--- src/rtl/dot11_rx_supervisor_if.sv ---
// Status, handshake and result signals between the dot11 receive core and its
// frame-level supervisor.
interface dot11_rx_supervisor_if;
  logic        enable;
  logic        sample_in_strobe;
  logic        power_trigger;
  logic        short_preamble_detected;
  logic        long_preamble_detected;
  logic        legacy_sig_stb;
  logic [3:0]  legacy_rate;
  logic        legacy_sig_rsvd;
  logic [11:0] legacy_len;
  logic        legacy_sig_parity;
  logic [5:0]  legacy_sig_tail;
  logic        byte_out_strobe;
  logic        core_reset;
  logic [2:0]  sup_state;
  logic        pkt_start;
  logic        pkt_done;
  logic        pkt_err;
  logic [2:0]  err_code;
  logic [11:0] pkt_len;
  logic [11:0] byte_count;

  modport master (
    output enable, sample_in_strobe, power_trigger, short_preamble_detected,
           long_preamble_detected, legacy_sig_stb, legacy_rate, legacy_sig_rsvd,
           legacy_len, legacy_sig_parity, legacy_sig_tail, byte_out_strobe,
    input  core_reset, sup_state, pkt_start, pkt_done, pkt_err, err_code,
           pkt_len, byte_count
  );

  modport slave (
    input  enable, sample_in_strobe, power_trigger, short_preamble_detected,
           long_preamble_detected, legacy_sig_stb, legacy_rate, legacy_sig_rsvd,
           legacy_len, legacy_sig_parity, legacy_sig_tail, byte_out_strobe,
    output core_reset, sup_state, pkt_start, pkt_done, pkt_err, err_code,
           pkt_len, byte_count
  );
endinterface

--- src/rtl/dot11_rx_supervisor.sv ---
// Frame-level receive supervisor: tracks preamble/SIGNAL/DATA progress, validates
// the legacy SIGNAL field, runs sample watchdogs and re-arms the core after each packet.
module dot11_rx_supervisor #(
  parameter int unsigned LONG_TIMEOUT = 320,
  parameter int unsigned SIG_TIMEOUT  = 160,
  parameter int unsigned BYTE_TIMEOUT = 400,
  parameter int unsigned MIN_LEN      = 14,
  parameter int unsigned MAX_LEN      = 4095,
  parameter int unsigned RST_CYCLES   = 8
) (
  input  logic                   clock,
  input  logic                   reset,
  dot11_rx_supervisor_if.slave   bus
);

  typedef enum logic [2:0] {
    ST_IDLE      = 3'd0,
    ST_WAIT_LONG = 3'd1,
    ST_WAIT_SIG  = 3'd2,
    ST_DATA      = 3'd3,
    ST_DONE      = 3'd4,
    ST_ERR       = 3'd5,
    ST_RECOVER   = 3'd6
  } state_e;

  localparam int unsigned RCW        = $clog2(RST_CYCLES + 1);
  localparam logic [15:0] LONG_TO    = 16'(LONG_TIMEOUT);
  localparam logic [15:0] SIG_TO     = 16'(SIG_TIMEOUT);
  localparam logic [15:0] BYTE_TO    = 16'(BYTE_TIMEOUT);
  localparam logic [11:0] MIN_LEN_W  = 12'(MIN_LEN);
  localparam logic [11:0] MAX_LEN_W  = 12'(MAX_LEN);
  localparam logic [RCW-1:0] RST_LAST = RCW'(RST_CYCLES - 1);

  localparam logic [2:0] E_LONG_TO = 3'd1;
  localparam logic [2:0] E_SIG_TO  = 3'd2;
  localparam logic [2:0] E_BYTE_TO = 3'd7;

  // First failing SIGNAL check in priority order; zero when the field is acceptable.
  function automatic logic [2:0] sig_check(
    input logic [3:0]  rate,
    input logic        rsvd,
    input logic [11:0] len,
    input logic        par,
    input logic [5:0]  tail
  );
    logic [2:0] code;
    code = 3'd0;
    if (^{rate, rsvd, len, par}) begin
      code = 3'd3;
    end else if (!rate[3]) begin
      code = 3'd4;
    end else if (rsvd || (tail != 6'd0)) begin
      code = 3'd5;
    end else if ((len < MIN_LEN_W) || (len > MAX_LEN_W)) begin
      code = 3'd6;
    end else begin
      code = 3'd0;
    end
    return code;
  endfunction

  state_e         state_q, state_d;
  logic [15:0]    timer_q, timer_d;
  logic [RCW-1:0] rcnt_q, rcnt_d;
  logic [11:0]    byte_count_q, byte_count_d;
  logic [11:0]    pkt_len_q, pkt_len_d;
  logic [2:0]     err_code_q, err_code_d;
  logic [2:0]     err_pend_q, err_pend_d;
  logic           pkt_start_q, pkt_start_d;
  logic           pkt_done_q, pkt_done_d;
  logic           pkt_err_q, pkt_err_d;
  logic           core_reset_q, core_reset_d;

  logic [2:0]     sig_code_s;
  logic [11:0]    bc_inc_s;
  logic [15:0]    timer_inc_s;
  logic           byte_clr_s;

  assign sig_code_s  = sig_check(bus.legacy_rate, bus.legacy_sig_rsvd, bus.legacy_len,
                                 bus.legacy_sig_parity, bus.legacy_sig_tail);
  assign bc_inc_s    = (byte_count_q == 12'hFFF) ? 12'hFFF : byte_count_q + 12'd1;
  assign timer_inc_s = (timer_q == 16'hFFFF) ? timer_q : timer_q + 16'd1;

  // Next-state, watchdog and packet bookkeeping logic.
  always_comb begin
    state_d      = state_q;
    rcnt_d       = '0;
    byte_count_d = byte_count_q;
    pkt_len_d    = pkt_len_q;
    err_code_d   = err_code_q;
    err_pend_d   = err_pend_q;
    byte_clr_s   = 1'b0;

    // RECOVER always runs to completion so the core sees a full reset pulse.
    if (!bus.enable && (state_q != ST_RECOVER)) begin
      state_d = ST_IDLE;
    end else begin
      case (state_q)
        ST_IDLE: begin
          if (bus.short_preamble_detected && bus.power_trigger) begin
            state_d = ST_WAIT_LONG;
          end else begin
            state_d = ST_IDLE;
          end
        end
        ST_WAIT_LONG: begin
          if (bus.long_preamble_detected) begin
            state_d = ST_WAIT_SIG;
          end else if (timer_q >= LONG_TO) begin
            state_d    = ST_ERR;
            err_pend_d = E_LONG_TO;
          end else begin
            state_d = ST_WAIT_LONG;
          end
        end
        ST_WAIT_SIG: begin
          if (bus.legacy_sig_stb) begin
            if (sig_code_s != 3'd0) begin
              state_d    = ST_ERR;
              err_pend_d = sig_code_s;
            end else begin
              state_d      = ST_DATA;
              pkt_len_d    = bus.legacy_len;
              byte_count_d = 12'd0;
              err_code_d   = 3'd0;
            end
          end else if (timer_q >= SIG_TO) begin
            state_d    = ST_ERR;
            err_pend_d = E_SIG_TO;
          end else begin
            state_d = ST_WAIT_SIG;
          end
        end
        ST_DATA: begin
          if (bus.byte_out_strobe) begin
            byte_clr_s   = 1'b1;
            byte_count_d = bc_inc_s;
            if (bc_inc_s == pkt_len_q) begin
              state_d = ST_DONE;
            end else begin
              state_d = ST_DATA;
            end
          end else if (timer_q >= BYTE_TO) begin
            state_d    = ST_ERR;
            err_pend_d = E_BYTE_TO;
          end else begin
            state_d = ST_DATA;
          end
        end
        ST_DONE: begin
          state_d = ST_RECOVER;
        end
        ST_ERR: begin
          state_d    = ST_RECOVER;
          err_code_d = err_pend_q;
        end
        ST_RECOVER: begin
          if (rcnt_q == RST_LAST) begin
            state_d = ST_IDLE;
          end else begin
            state_d = ST_RECOVER;
            rcnt_d  = rcnt_q + RCW'(1);
          end
        end
        default: begin
          state_d = ST_IDLE;
        end
      endcase
    end

    if (!bus.enable || (state_d != state_q) || byte_clr_s) begin
      timer_d = 16'd0;
    end else if (bus.sample_in_strobe) begin
      timer_d = timer_inc_s;
    end else begin
      timer_d = timer_q;
    end

    pkt_start_d  = (state_q == ST_WAIT_SIG) && (state_d == ST_DATA);
    pkt_done_d   = (state_d == ST_DONE);
    pkt_err_d    = (state_q == ST_ERR) && (state_d == ST_RECOVER);
    core_reset_d = (state_d == ST_RECOVER);
  end

  // State and output registers.
  always_ff @(posedge clock or posedge reset) begin
    if (reset) begin
      state_q      <= ST_IDLE;
      timer_q      <= 16'd0;
      rcnt_q       <= '0;
      byte_count_q <= 12'd0;
      pkt_len_q    <= 12'd0;
      err_code_q   <= 3'd0;
      err_pend_q   <= 3'd0;
      pkt_start_q  <= 1'b0;
      pkt_done_q   <= 1'b0;
      pkt_err_q    <= 1'b0;
      core_reset_q <= 1'b0;
    end else begin
      state_q      <= state_d;
      timer_q      <= timer_d;
      rcnt_q       <= rcnt_d;
      byte_count_q <= byte_count_d;
      pkt_len_q    <= pkt_len_d;
      err_code_q   <= err_code_d;
      err_pend_q   <= err_pend_d;
      pkt_start_q  <= pkt_start_d;
      pkt_done_q   <= pkt_done_d;
      pkt_err_q    <= pkt_err_d;
      core_reset_q <= core_reset_d;
    end
  end

  assign bus.core_reset = core_reset_q;
  assign bus.sup_state  = state_q;
  assign bus.pkt_start  = pkt_start_q;
  assign bus.pkt_done   = pkt_done_q;
  assign bus.pkt_err    = pkt_err_q;
  assign bus.err_code   = err_code_q;
  assign bus.pkt_len    = pkt_len_q;
  assign bus.byte_count = byte_count_q;

endmodule

--- src/flat_wrapper.sv ---
// flat-port wrapper written by rule: the top's interface ports become plain ports
module dot11_rx_supervisor_flat 
#(
  parameter int unsigned LONG_TIMEOUT = 320,
  parameter int unsigned SIG_TIMEOUT  = 160,
  parameter int unsigned BYTE_TIMEOUT = 400,
  parameter int unsigned MIN_LEN      = 14,
  parameter int unsigned MAX_LEN      = 4095,
  parameter int unsigned RST_CYCLES   = 8
)
  (clock, reset, bus_enable, bus_sample_in_strobe, bus_power_trigger, bus_short_preamble_detected, bus_long_preamble_detected, bus_legacy_sig_stb, bus_legacy_rate, bus_legacy_sig_rsvd, bus_legacy_len, bus_legacy_sig_parity, bus_legacy_sig_tail, bus_byte_out_strobe, bus_core_reset, bus_sup_state, bus_pkt_start, bus_pkt_done, bus_pkt_err, bus_err_code, bus_pkt_len, bus_byte_count);
  dot11_rx_supervisor_if bus_i ();
  input  logic clock;
  input  logic reset;
  input wire logic [$bits(bus_i.enable)-1:0] bus_enable;
  input wire logic [$bits(bus_i.sample_in_strobe)-1:0] bus_sample_in_strobe;
  input wire logic [$bits(bus_i.power_trigger)-1:0] bus_power_trigger;
  input wire logic [$bits(bus_i.short_preamble_detected)-1:0] bus_short_preamble_detected;
  input wire logic [$bits(bus_i.long_preamble_detected)-1:0] bus_long_preamble_detected;
  input wire logic [$bits(bus_i.legacy_sig_stb)-1:0] bus_legacy_sig_stb;
  input wire logic [$bits(bus_i.legacy_rate)-1:0] bus_legacy_rate;
  input wire logic [$bits(bus_i.legacy_sig_rsvd)-1:0] bus_legacy_sig_rsvd;
  input wire logic [$bits(bus_i.legacy_len)-1:0] bus_legacy_len;
  input wire logic [$bits(bus_i.legacy_sig_parity)-1:0] bus_legacy_sig_parity;
  input wire logic [$bits(bus_i.legacy_sig_tail)-1:0] bus_legacy_sig_tail;
  input wire logic [$bits(bus_i.byte_out_strobe)-1:0] bus_byte_out_strobe;
  output wire logic [$bits(bus_i.core_reset)-1:0] bus_core_reset;
  output wire logic [$bits(bus_i.sup_state)-1:0] bus_sup_state;
  output wire logic [$bits(bus_i.pkt_start)-1:0] bus_pkt_start;
  output wire logic [$bits(bus_i.pkt_done)-1:0] bus_pkt_done;
  output wire logic [$bits(bus_i.pkt_err)-1:0] bus_pkt_err;
  output wire logic [$bits(bus_i.err_code)-1:0] bus_err_code;
  output wire logic [$bits(bus_i.pkt_len)-1:0] bus_pkt_len;
  output wire logic [$bits(bus_i.byte_count)-1:0] bus_byte_count;
  assign bus_i.enable = bus_enable;
  assign bus_i.sample_in_strobe = bus_sample_in_strobe;
  assign bus_i.power_trigger = bus_power_trigger;
  assign bus_i.short_preamble_detected = bus_short_preamble_detected;
  assign bus_i.long_preamble_detected = bus_long_preamble_detected;
  assign bus_i.legacy_sig_stb = bus_legacy_sig_stb;
  assign bus_i.legacy_rate = bus_legacy_rate;
  assign bus_i.legacy_sig_rsvd = bus_legacy_sig_rsvd;
  assign bus_i.legacy_len = bus_legacy_len;
  assign bus_i.legacy_sig_parity = bus_legacy_sig_parity;
  assign bus_i.legacy_sig_tail = bus_legacy_sig_tail;
  assign bus_i.byte_out_strobe = bus_byte_out_strobe;
  assign bus_core_reset = bus_i.core_reset;
  assign bus_sup_state = bus_i.sup_state;
  assign bus_pkt_start = bus_i.pkt_start;
  assign bus_pkt_done = bus_i.pkt_done;
  assign bus_pkt_err = bus_i.pkt_err;
  assign bus_err_code = bus_i.err_code;
  assign bus_pkt_len = bus_i.pkt_len;
  assign bus_byte_count = bus_i.byte_count;
  dot11_rx_supervisor #(.LONG_TIMEOUT(LONG_TIMEOUT), .SIG_TIMEOUT(SIG_TIMEOUT), .BYTE_TIMEOUT(BYTE_TIMEOUT), .MIN_LEN(MIN_LEN), .MAX_LEN(MAX_LEN), .RST_CYCLES(RST_CYCLES)) u_core (.clock(clock), .reset(reset), .bus(bus_i));
endmodule
--- config.mk ---
export PLATFORM = sky130hd
export DESIGN_NAME = dot11_rx_supervisor_flat
export DESIGN_NICKNAME = d
export VERILOG_FILES = /design/src/rtl/dot11_rx_supervisor_if.sv /design/src/rtl/dot11_rx_supervisor.sv /design/src/flat_wrapper.sv
export SDC_FILE = /design/constraint.sdc
export NUM_CORES = 1
export LEC_CHECK = 0
export CAP_MARGIN = 40
export CORE_UTILIZATION = 35
export CTS_CLUSTER_SIZE = 30
export DETAILED_ROUTE_END_ITERATION = 16
export GPL_TIMING_DRIVEN = 0
export HOLD_SLACK_MARGIN = 0.06
export PLACE_DENSITY = 0.56
export SLEW_MARGIN = 40
export SYNTH_ARGS = -nofsm -noshare
export SYNTH_HDL_FRONTEND = slang
export SYNTH_SLANG_ARGS = --single-unit
--- constraint.sdc ---
create_clock -name clock -period 2.9 [get_ports clock]
set_input_delay 0.435 -clock clock [delete_from_list [all_inputs] [get_ports clock]]
set_output_delay 0.435 -clock clock [all_outputs]
set_load 0.05 [all_outputs]
==> impl_results.md <==
- Clock skew: 0.0109 ns
- Post-synthesis sequential area ratio: 38.9%
- Die Wd: 104 um
- Share of the synthesized area in the top cell type: 38.9%
- Peak supply drop: 206 uV
- DR vias: 3267
- R2R Path Start: u_core.bus.byte_count[0]
- Layout cell share with drive strength beyond 1: 14.0%
- Cells along the critical path: clkdlybuf4s50_1, xnor2_1, xnor2_1, xnor3_2, xnor2_4, nand2_2, or4_4, buf_12, mux2_4
- Largest net degree at the start of global routing: 30
- Setup-failing EPs final: 0
- Die Y: 104 um
- GR Overflow Total: 0
- Slew @ Worst Pin: 0.736 ns
- FMAX: 359 MHz
- CP Launch Type: input port
- Synth unique cells: 61
- RSZ-0062 raised after global routing: no
- Crit-path slowest cell: or4_4
- WP data required: 3.13 ns
- Slew margin rel.: 51.0%
- Leakage power: 1.96 nW
- Per-cell routed wire length: 15.6 um
- Setup TNS: 0 ns
- Most used DFF post-synth: dfrtp_1
- Max Fanout on Critical Path: 10
- Slew Viols, Final: 0
- DRC Markers: 0
- Vias per std cell: 5.27
- Initial antenna violation count: 0
- Fin area: 0.00484 mm2
- Fillers: 995
- Nets: 516
- Full die area: 0.0109 mm2
- Mapped Nets: 443
- Clk_lat worst skew: 0.35 ns
- Crit path from: bus_legacy_sig_rsvd
- Placer Congestion: 0.826
- Largest area contributor in the netlist: dfrtp_1
- Hold_ws: 0.429 ns
- Syn. warnings: 0
- Placement Cell Area: 0.00451 mm2
- WL final: 9650 um
- DRT Pass-1 Iters: 6
- Max-cap viol count: 0
- Worst setup EP type: flip-flop
- Core region area: 0.0102 mm2
- Cell Area, Synth: 0.00367 mm2
- Gr usage total: 18.1%
- Final hold violations: 0
- HPWL Detailed: 7230 um
- Top delay family on crit path: XOR/XNOR gates
- Worst-path clk slew: 0.07 ns
- Crit path setup slack, layout: 0.115 ns
- Starting DRT DRC Count: 141
- Number of synthesized flops with an enable pin: 0
- Buf/Inv on CP: 2
- Register area: 0.00143 mm2
- Power Density: 429 mW/mm2
- I/O Pins: 67
- Top cells by count, synth: dfrtp_1 (57), nor2_1 (37), nand2_1 (31)
- Final Cycle Share: 96.0%
- Area grow syn2layout: 32.1%
- Diodes inserted: 0
- Multi-input combinational cell area: 0.00218 mm2
- Top cells by area, synth: dfrtp_1 (39%), xnor2_1 (4.8%), xor2_1 (4.1%), nor2_1 (3.8%), a21oi_1 (3.4%)
- Crit path time final: 2.78 ns
- CTS max path bufs: 2
- CTS H-tree depth: 3
- Hold WC Path Type: input port to async pin
- ANT nets after route: 0
- CTS tree: done
- Post-synthesis area per instance: 9.03 um2
- Tot Pwr: 2.08 mW
- Syn Inst Count: 406
- WS Path Type: input port to flip-flop
- Starting density of the core: 35.8%
- CP arrival: 3.02 ns
- Status: completed
- # rows: 37
- Number of global-route vias before repair: 3142
- Fraction of registers with async set/reset: 100%
- Clock root buffer: clkbuf_8
- Pre-CTS WS: -0.485 ns
- Num CTS Buffers: 9
- Most common cell in the netlist: dfrtp_1
- Seq cells post-synth: 57
- Post-CTS Hold Buffers: 0
- Largest stage delay on the critical path: 0.56 ns
- First-pass GRT wire length: 15700 um
- IO Port Bufs: 65
- Crit-path most repeated cell: xnor2_1
- Num Clock Sinks: 57
routing by layer:
layer  GRT usage, %  up-vias  wire length (um)
met2           28.3       85              4530
met4           8.16        0               193
met3           3.13       19               430
li1               -     1611                 -
met1           24.5     1552              4500
met5              0        -                 0
cell type report:
class | count | share of cell area, %
clock inverters | 5 | 1.63
inverters | 18 | 1.45
plain buffers | 15 | 1.65
flip-flops and latches | 57 | 29.5
clock buffers | 11 | 2.92
well taps | 136 | 3.51
multi-input cells | 309 | 45.0
repair buffers | 69 | 14.3
power breakdown:
part / switching, mW / internal (mW)
sequential: 0.0160 / 0.809
clock: 0.338 / 0.506
combinational: 0.200 / 0.208
sequential cells by signal, indices dropped and copies added (netlist names):
register,flops
u_core.bus.byte_count,12
u_core.bus.pkt_start,1
u_core.rcnt_q,4
u_core.timer_q,16
u_core.bus.pkt_done,1
u_core.err_pend_q,3
u_core.bus.pkt_err,1
u_core.bus.pkt_len,12
u_core.bus.err_code,3
u_core.bus.core_reset,1
u_core.bus.sup_state,3
stage by stage:
stage / cells / util, %
2_1_floorplan: 406 / -
3_3_place_gp: 607 / 43.9
3_5_place_dp: 608 / 44.1
4_1_cts: 624 / 46.9
5_1_grt: 620 / 47.4
6_report: 620 / 47.4
cells by family after synthesis:
| group | count (synthesis) | synth area share, % |
|---|---|---|
| multiplexers | 19 | 6.41 |
| AO/OA/AOI/OAI | 79 | 14.2 |
| buffers and inverters | 40 | 4.81 |
| AND/OR/NAND/NOR | 166 | 23.3 |
| flip-flops | 57 | 38.9 |
| XOR/XNOR | 41 | 11.0 |
| adder cells (fa/ha/maj) | 4 | 1.36 |
worst paths after layout:
path | endpoint | slack, ns | cells past startpoint
hold / removal | u_core.bus.pkt_len[10] | 0.43 | 2
hold reg to reg | u_core.rcnt_q[0] | 0.47 | 1
min in group clock | u_core.rcnt_q[0] | 0.47 | 1
setup / recovery | u_core.bus.pkt_len[0] | 0.12 | 9
max in group asynchronous | u_core.bus.byte_count[0] | 1.96 | 3
setup reg to reg | u_core.bus.sup_state[1] | 0.18 | 9
what timing repair did:
action,in CTS,in global routing
buffers inserted,2,1
resized for setup,11,18
pin swaps,4,8
setup endpoints to repair,20,37
cloned,0,0
cells in the final DEF, fill, tap and decap left out, drive strengths merged, types with 4 or more instances in the layout:
master / n
a21oi: 25
a31o: 4
a31oi: 6
and2: 7
and3: 8
buf: 6
clkbuf: 24
clkdlybuf4s50: 61
dfrtp: 57
ha: 4
inv: 18
mux2: 15
mux2i: 4
nand2: 32
nand3: 25
nand4: 10
nor2: 37
nor2b: 4
nor3: 13
nor4: 10
o21ai: 15
or4: 5
xnor2: 22
xor2: 17
(Power assumes the default switching activity.)
